--- src/rtl/scan_pkg.sv ---
// -----------------------------------------------------------------------------
// scan_pkg
// Shared definitions for the scan responder: FSM state encoding, default
// chain length and key, and the bit offsets of the fields carried in a frame.
//
// Frame layout (bit 0 is the last bit shifted in):
//   STATE  [2:0]
//   PC     [7:3]
//   IR     [15:8]
//   ACC    [23:16]
//   MEM[n] [31+8n -: 8]
//   KEY    top 16 bits of the chain
// -----------------------------------------------------------------------------
package scan_pkg;

    typedef enum logic [1:0] {
        ST_IDLE   = 2'd0,
        ST_SHIFT  = 2'd1,
        ST_UPDATE = 2'd2
    } scan_state_e;

    localparam int          CHAIN_LEN_DEF = 160;
    localparam logic [15:0] SCAN_KEY_DEF  = 16'hBFF9;

    localparam int STATE_LSB = 0;
    localparam int STATE_W   = 3;
    localparam int PC_LSB    = 3;
    localparam int PC_W      = 5;
    localparam int IR_LSB    = 8;
    localparam int IR_W      = 8;
    localparam int ACC_LSB   = 16;
    localparam int ACC_W     = 8;
    localparam int MEM_W     = 8;
    localparam int KEY_W     = 16;

    // MSB position of memory byte n within the frame.
    function automatic int mem_msb(input int n);
        return 31 + 8 * n;
    endfunction

endpackage

--- src/rtl/scan_bit_counter.sv ---
// -----------------------------------------------------------------------------
// scan_bit_counter
// Counts shift operations and saturates at MAX_COUNT.  A clear and an
// increment in the same cycle yield 1, so the first shift of a frame
// (taken while the FSM is still leaving IDLE) is counted.
//
// Ports:
//   clk_in     clock
//   rst_in     synchronous active-high reset
//   clr_in     return the count to zero
//   inc_in     count one shift
//   count_out  current count
// -----------------------------------------------------------------------------
module scan_bit_counter #(
    parameter  int MAX_COUNT = 161,
    localparam int W         = $clog2(MAX_COUNT + 1)
) (
    input  logic         clk_in,
    input  logic         rst_in,
    input  logic         clr_in,
    input  logic         inc_in,
    output logic [W-1:0] count_out
);

    localparam logic [W-1:0] SAT = W'(MAX_COUNT);

    logic [W-1:0] count_q;

    always_ff @(posedge clk_in) begin
        if (rst_in) begin
            count_q <= '0;
        end else if (clr_in) begin
            count_q <= inc_in ? W'(1) : '0;
        end else if (inc_in && (count_q != SAT)) begin
            count_q <= count_q + W'(1);
        end
    end

    assign count_out = count_q;

endmodule

--- src/rtl/scan_responder.sv ---
// -----------------------------------------------------------------------------
// scan_responder
// Serial scan-chain responder. A core image can be captured into the chain
// while idle, shifted out MSB first while a new frame is shifted in, and a
// frame of exactly CHAIN_LEN bits raises a one-cycle update pulse. Short or
// long frames set a sticky error that clears on the next good update.
//
// Build option: define SCAN_KEY_EN to compare the top 16 chain bits against
// SCAN_KEY at each update; otherwise key_ok_out is tied high.
//
// Ports:
//   clk_in            clock
//   rst_in            synchronous active-high reset
//   scan_enable_in    request shifting
//   scan_in           serial data in, MSB of frame first
//   scan_out          chain MSB while shifting, otherwise halt_in
//   halt_in           core halt flag
//   capture_valid_in  load capture_data_in into the chain while idle
//   capture_data_in   parallel core image
//   update_valid_out  one-cycle pulse on a complete frame
//   update_data_out   live chain contents (sample with update_valid_out)
//   frame_err_out     sticky short/long frame flag
//   key_ok_out        key match of the last good frame
// -----------------------------------------------------------------------------
module scan_responder
    import scan_pkg::*;
#(
    parameter int          CHAIN_LEN = CHAIN_LEN_DEF,
    parameter logic [15:0] SCAN_KEY  = SCAN_KEY_DEF
) (
    input  logic                 clk_in,
    input  logic                 rst_in,
    input  logic                 scan_enable_in,
    input  logic                 scan_in,
    output logic                 scan_out,
    input  logic                 halt_in,
    input  logic                 capture_valid_in,
    input  logic [CHAIN_LEN-1:0] capture_data_in,
    output logic                 update_valid_out,
    output logic [CHAIN_LEN-1:0] update_data_out,
    output logic                 frame_err_out,
    output logic                 key_ok_out
);

    localparam int            CW       = $clog2(CHAIN_LEN + 2);
    localparam logic [CW-1:0] FULL_CNT = CW'(CHAIN_LEN);

    scan_state_e          state_q;
    logic [CHAIN_LEN-1:0] chain_q;
    logic                 update_valid_q;
    logic                 frame_err_q;
    logic [CW-1:0]        bit_cnt;
    logic                 shift_now;
    logic                 cnt_clr;

    // A shift happens on the IDLE->SHIFT edge as well as inside SHIFT.
    assign shift_now = !rst_in && scan_enable_in &&
                       ((state_q == ST_IDLE) || (state_q == ST_SHIFT));
    assign cnt_clr   = (state_q == ST_IDLE);

    scan_bit_counter #(
        .MAX_COUNT (CHAIN_LEN + 1)
    ) u_bit_cnt (
        .clk_in    (clk_in),
        .rst_in    (rst_in),
        .clr_in    (cnt_clr),
        .inc_in    (shift_now),
        .count_out (bit_cnt)
    );

`ifdef SCAN_KEY_EN
    logic key_ok_q;
`endif

    // Update pulse and key result are registered on entry to UPDATE, so both
    // are visible during the single UPDATE cycle.
    always_ff @(posedge clk_in) begin
        if (rst_in) begin
            state_q        <= ST_IDLE;
            chain_q        <= '0;
            update_valid_q <= 1'b0;
            frame_err_q    <= 1'b0;
`ifdef SCAN_KEY_EN
            key_ok_q       <= 1'b0;
`endif
        end else begin
            update_valid_q <= 1'b0;
            case (state_q)
                ST_IDLE: begin
                    if (scan_enable_in) begin
                        state_q <= ST_SHIFT;
                        chain_q <= {chain_q[CHAIN_LEN-2:0], scan_in};
                    end else if (capture_valid_in) begin
                        chain_q <= capture_data_in;
                    end
                end
                ST_SHIFT: begin
                    if (scan_enable_in) begin
                        chain_q <= {chain_q[CHAIN_LEN-2:0], scan_in};
                    end else if (bit_cnt == FULL_CNT) begin
                        state_q        <= ST_UPDATE;
                        update_valid_q <= 1'b1;
                        frame_err_q    <= 1'b0;
`ifdef SCAN_KEY_EN
                        key_ok_q       <= (chain_q[CHAIN_LEN-1 -: KEY_W] == SCAN_KEY);
`endif
                    end else begin
                        state_q     <= ST_IDLE;
                        frame_err_q <= 1'b1;
                    end
                end
                ST_UPDATE: begin
                    state_q <= ST_IDLE;
                end
                default: begin
                    state_q <= ST_IDLE;
                end
            endcase
        end
    end

    assign scan_out         = shift_now ? chain_q[CHAIN_LEN-1] : halt_in;
    assign update_valid_out = update_valid_q;
    assign update_data_out  = chain_q;
    assign frame_err_out    = frame_err_q;
`ifdef SCAN_KEY_EN
    assign key_ok_out       = key_ok_q;
`else
    assign key_ok_out       = 1'b1;
`endif

endmodule

--- config.mk ---
export PLATFORM = sky130hd
export DESIGN_NAME = scan_responder
export DESIGN_NICKNAME = d
export VERILOG_FILES = /design/src/rtl/scan_pkg.sv /design/src/rtl/scan_bit_counter.sv /design/src/rtl/scan_responder.sv
export SDC_FILE = /design/constraint.sdc
export NUM_CORES = 1
export LEC_CHECK = 0
export BUFFER_PORTS_ARGS = -buffer_cell sky130_fd_sc_hd__buf_2
export CAP_MARGIN = 20
export CORE_UTILIZATION = 37
export CTS_CLUSTER_DIAMETER = 80
export CTS_CLUSTER_SIZE = 25
export DETAILED_ROUTE_END_ITERATION = 12
export PLACE_DENSITY = 0.68
export SLEW_MARGIN = 5
export SYNTH_ARGS = -nofsm -noshare
export SYNTH_HDL_FRONTEND = slang
export SYNTH_SLANG_ARGS = --single-unit
export TNS_END_PERCENT = 10
--- constraint.sdc ---
create_clock -name clk_in -period 2.3 [get_ports clk_in]
set_clock_uncertainty 0.15 [all_clocks]
set_input_delay 0.115 -clock clk_in [delete_from_list [all_inputs] [get_ports clk_in]]
set_output_delay 0.115 -clock clk_in [all_outputs]
set_load 0.01 [all_outputs]
==> metrics <==
RD Place Congestion=0.846; outcome=finished, final reports clean; Register-to-Register Path Depth=4; combinational group share of total power=19.6%; synth unique cells=33; Int Pwr=5.61 mW; Setup crit end kind=output port; total CTS buffers=17; final hold viol count=0; Hold Path Stages=6; Antenna Nets Post-Route=0; worst setup margin=0.124 ns; Pins Over Slew Limit=0; Syn Area/Cell=8.04 sq um; global-route wire length before repair=41,200 microns; Avg WL per Cell=15.3 microns; DRC=0; YS warnings=0; syn_nets=1,125; Antenna diodes=0; leak pwr=5.25 nW; clock latency on the worst-skew pair=0.43 ns; worst-margin pin slew=0.852 ns; Clock transition at path regs=0.07 ns; CTS sink count=172; flop2flop setup slack=0.21 ns; FF-to-FF End=frame_err_out; max-cap violation count=0; vias per std cell=5.15; Ports=330; Slew Limit Headroom=43.2%; Worst Setup SP=state_q[1]; GR Util All Layers=23.7%; Final nets=1,566; Cell Area, Synth=7680 sq um; register area=3440 sq um; critical path class=register to output port; Pwr Density=674 nW/um^2; Max FO, Critical Path=10; Peak VDD IR=0.428 mV; CTS max path bufs=2; sequential power share=43.2%; largest net degree at the start of global routing=161; Critical path destination=scan_out; Switching Fraction=29.1%; flip-flop and latch count after synthesis=172; net switching power figure=2.30 mW; total grt overflow=0; initial antenna violation count=0; total wire length=25,800 microns; crit path DAT=1.91 ns; share of post-route cells with drive strength above 1=29.7%; row count=52; wl on met1=10,800 microns; area of the multi-input gates=3760 sq um; die footprint=21,300 sq um; Fillers=1,804; die width=146 microns; core box area=20,300 sq um; drt pass-1 iters=4; post-synthesis cell count=956; Worst Hold Class=input port to register; final setup fails=0; Die Ht=146 microns; dpl ws=0.347 ns; final worst-path cycle share=94.6%; Seq/Total Area, Yosys=44.8%; drt first-iter violations=434; vias in the first global route=8,178; Max Fclk=460 MHz; root buf cell=clkbuf_16; worst reg2reg startpoint=u_bit_cnt.count_out[2]; Clock H-tree levels=4; Initial Util=37.9%; post-route minimum period=2.18 ns; clock power share=37.2%; vias=8,647; area delta synth->final=52.7%; setup_tns=0 ns; CTS tree=built; met2 routed WL=12,400 microns; top sig layer=met4; met3 WL=1650 microns; CP startpoint kind=register; Final Util=57.8%; Port-buffer cells=328; hpwl dp=15,700 microns; unrepaired setup endpoints after global routing=false; WP data required=2.04 ns
## power groups by stage
stage	sequential, mW	clock [mW]	combinational, mW
after floorplan	3.55	0	0.664
after global placement	3.47	0	1.29
after detailed placement	3.48	0	1.31
after CTS	3.41	3.02	1.53
after global routing	3.45	3.14	1.69
final	3.42	2.95	1.55
## area by class of cell
class	instances	share of cell area, %
clock inverters	13	1.34
clock buffers	18	3.74
inverters	4	0.128
flip-flops and latches	172	29.4
well taps	270	2.88
multi-input cells	690	32.1
repair buffers	512	30.5
## sequential cells by signal, summed over array words and instances, names as in the netlist
name / cells
frame_err_out: 1
state_q: 2
u_bit_cnt.count_out: 8
update_data_out: 160
update_valid_out: 1
## per-layer routing
| metal | GRT usage [%] | up-vias |
|---|---|---|
| met2 | 39.7 | 344 |
| met4 | 10.8 | 0 |
| met1 | 28.7 | 4041 |
| met5 | 0 | - |
| met3 | 5.91 | 59 |
| li1 | - | 4203 |
## logic make-up (layout without fill, tap and decap cells)
group           after synthesis  in the layout  share of synthesized area, %
simple gates                511            511                          25.9
flops                       172            172                          44.8
compound gates              168            168                          21.5
buf+inv                      94            547                          6.43
xor+xnor                      5              5                         0.570
fa+ha+maj                     3              3                         0.489
mux                           2              2                         0.277
other cells                   1              1                        0.0488
## placed cells by master (no fill, tap or decap), types with 2 or more instances in the layout
| cell | n |
|---|---|
| dfxtp_1 | 172 |
| buf_12 | 11 |
| clkinv_4 | 3 |
| nor4_1 | 2 |
| ha_1 | 3 |
| inv_6 | 2 |
| o21ai_0 | 3 |
| clkbuf_16 | 17 |
| dlygate4sd3_1 | 164 |
| a311oi_2 | 31 |
| a311oi_1 | 130 |
| nand4_1 | 4 |
| buf_2 | 327 |
| inv_1 | 4 |
| buf_4 | 9 |
| nand2b_1 | 3 |
| bufinv_16 | 2 |
| inv_8 | 3 |
| nand2_1 | 325 |
| nor3b_2 | 2 |
| clkinvlp_4 | 2 |
| nor2_1 | 167 |
| xor2_1 | 5 |
## worst min path at each step
stage                     start              endpoint
6_report       capture_valid_in  update_data_out[119]
5_1_grt        capture_valid_in  update_data_out[119]
4_1_cts        capture_valid_in  update_data_out[106]
3_5_place_dp             rst_in         frame_err_out
3_3_place_gp             rst_in         frame_err_out
2_1_floorplan            rst_in            state_q[0]
## per-stage QoR
stage	hold slack, ns	power (mW)	cell area [sq um]	instances
global placement	0.181	4.77	9490	1484
CTS	0.174	7.96	11700	1679
detailed placement	0.179	4.79	9490	1484
floorplan	0.0909	4.22	7680	956
finish	0.187	7.91	11700	1679
global route	0.212	8.28	11700	1679
## synth_stat cells, drive strengths merged
library cell | instances | area share [%]
ha | 3 | 0.49
nand3 | 1 | 0.065
conb | 1 | 0.049
or2 | 1 | 0.081
buf | 55 | 4.5
nand2b | 3 | 0.24
o211ai | 1 | 0.098
a21oi | 1 | 0.11
mux2 | 1 | 0.15
xor2 | 5 | 0.57
or4b | 1 | 0.18
o21bai | 1 | 0.098
nor4 | 2 | 0.16
nor3b | 2 | 0.33
nand4 | 4 | 0.33
o21ai | 3 | 0.20
a32o | 1 | 0.13
a311oi | 161 | 21
clkbuf | 35 | 1.7
nand2 | 326 | 16
nand3b | 1 | 0.098
inv | 4 | 0.20
and3 | 2 | 0.18
dfxtp | 172 | 45
nor2 | 167 | 8.2
and2 | 1 | 0.081
mux2i | 1 | 0.13
## critical path, stage by stage (launching register included)
cell and delay [ns]:
dfxtp_1 0.39, nor3b_2 0.55, mux2_2 0.40, buf_2 0.14
## timing repair
action / in CTS / in global routing
gates resized for setup: 0 / 0
hold buffers: 164 / 0
endpoints found under the setup margin: 0 / 0
setup buffers: 0 / 0
hold endpoints to repair: 166 / 0
Power figures use the tool's default switching activity.
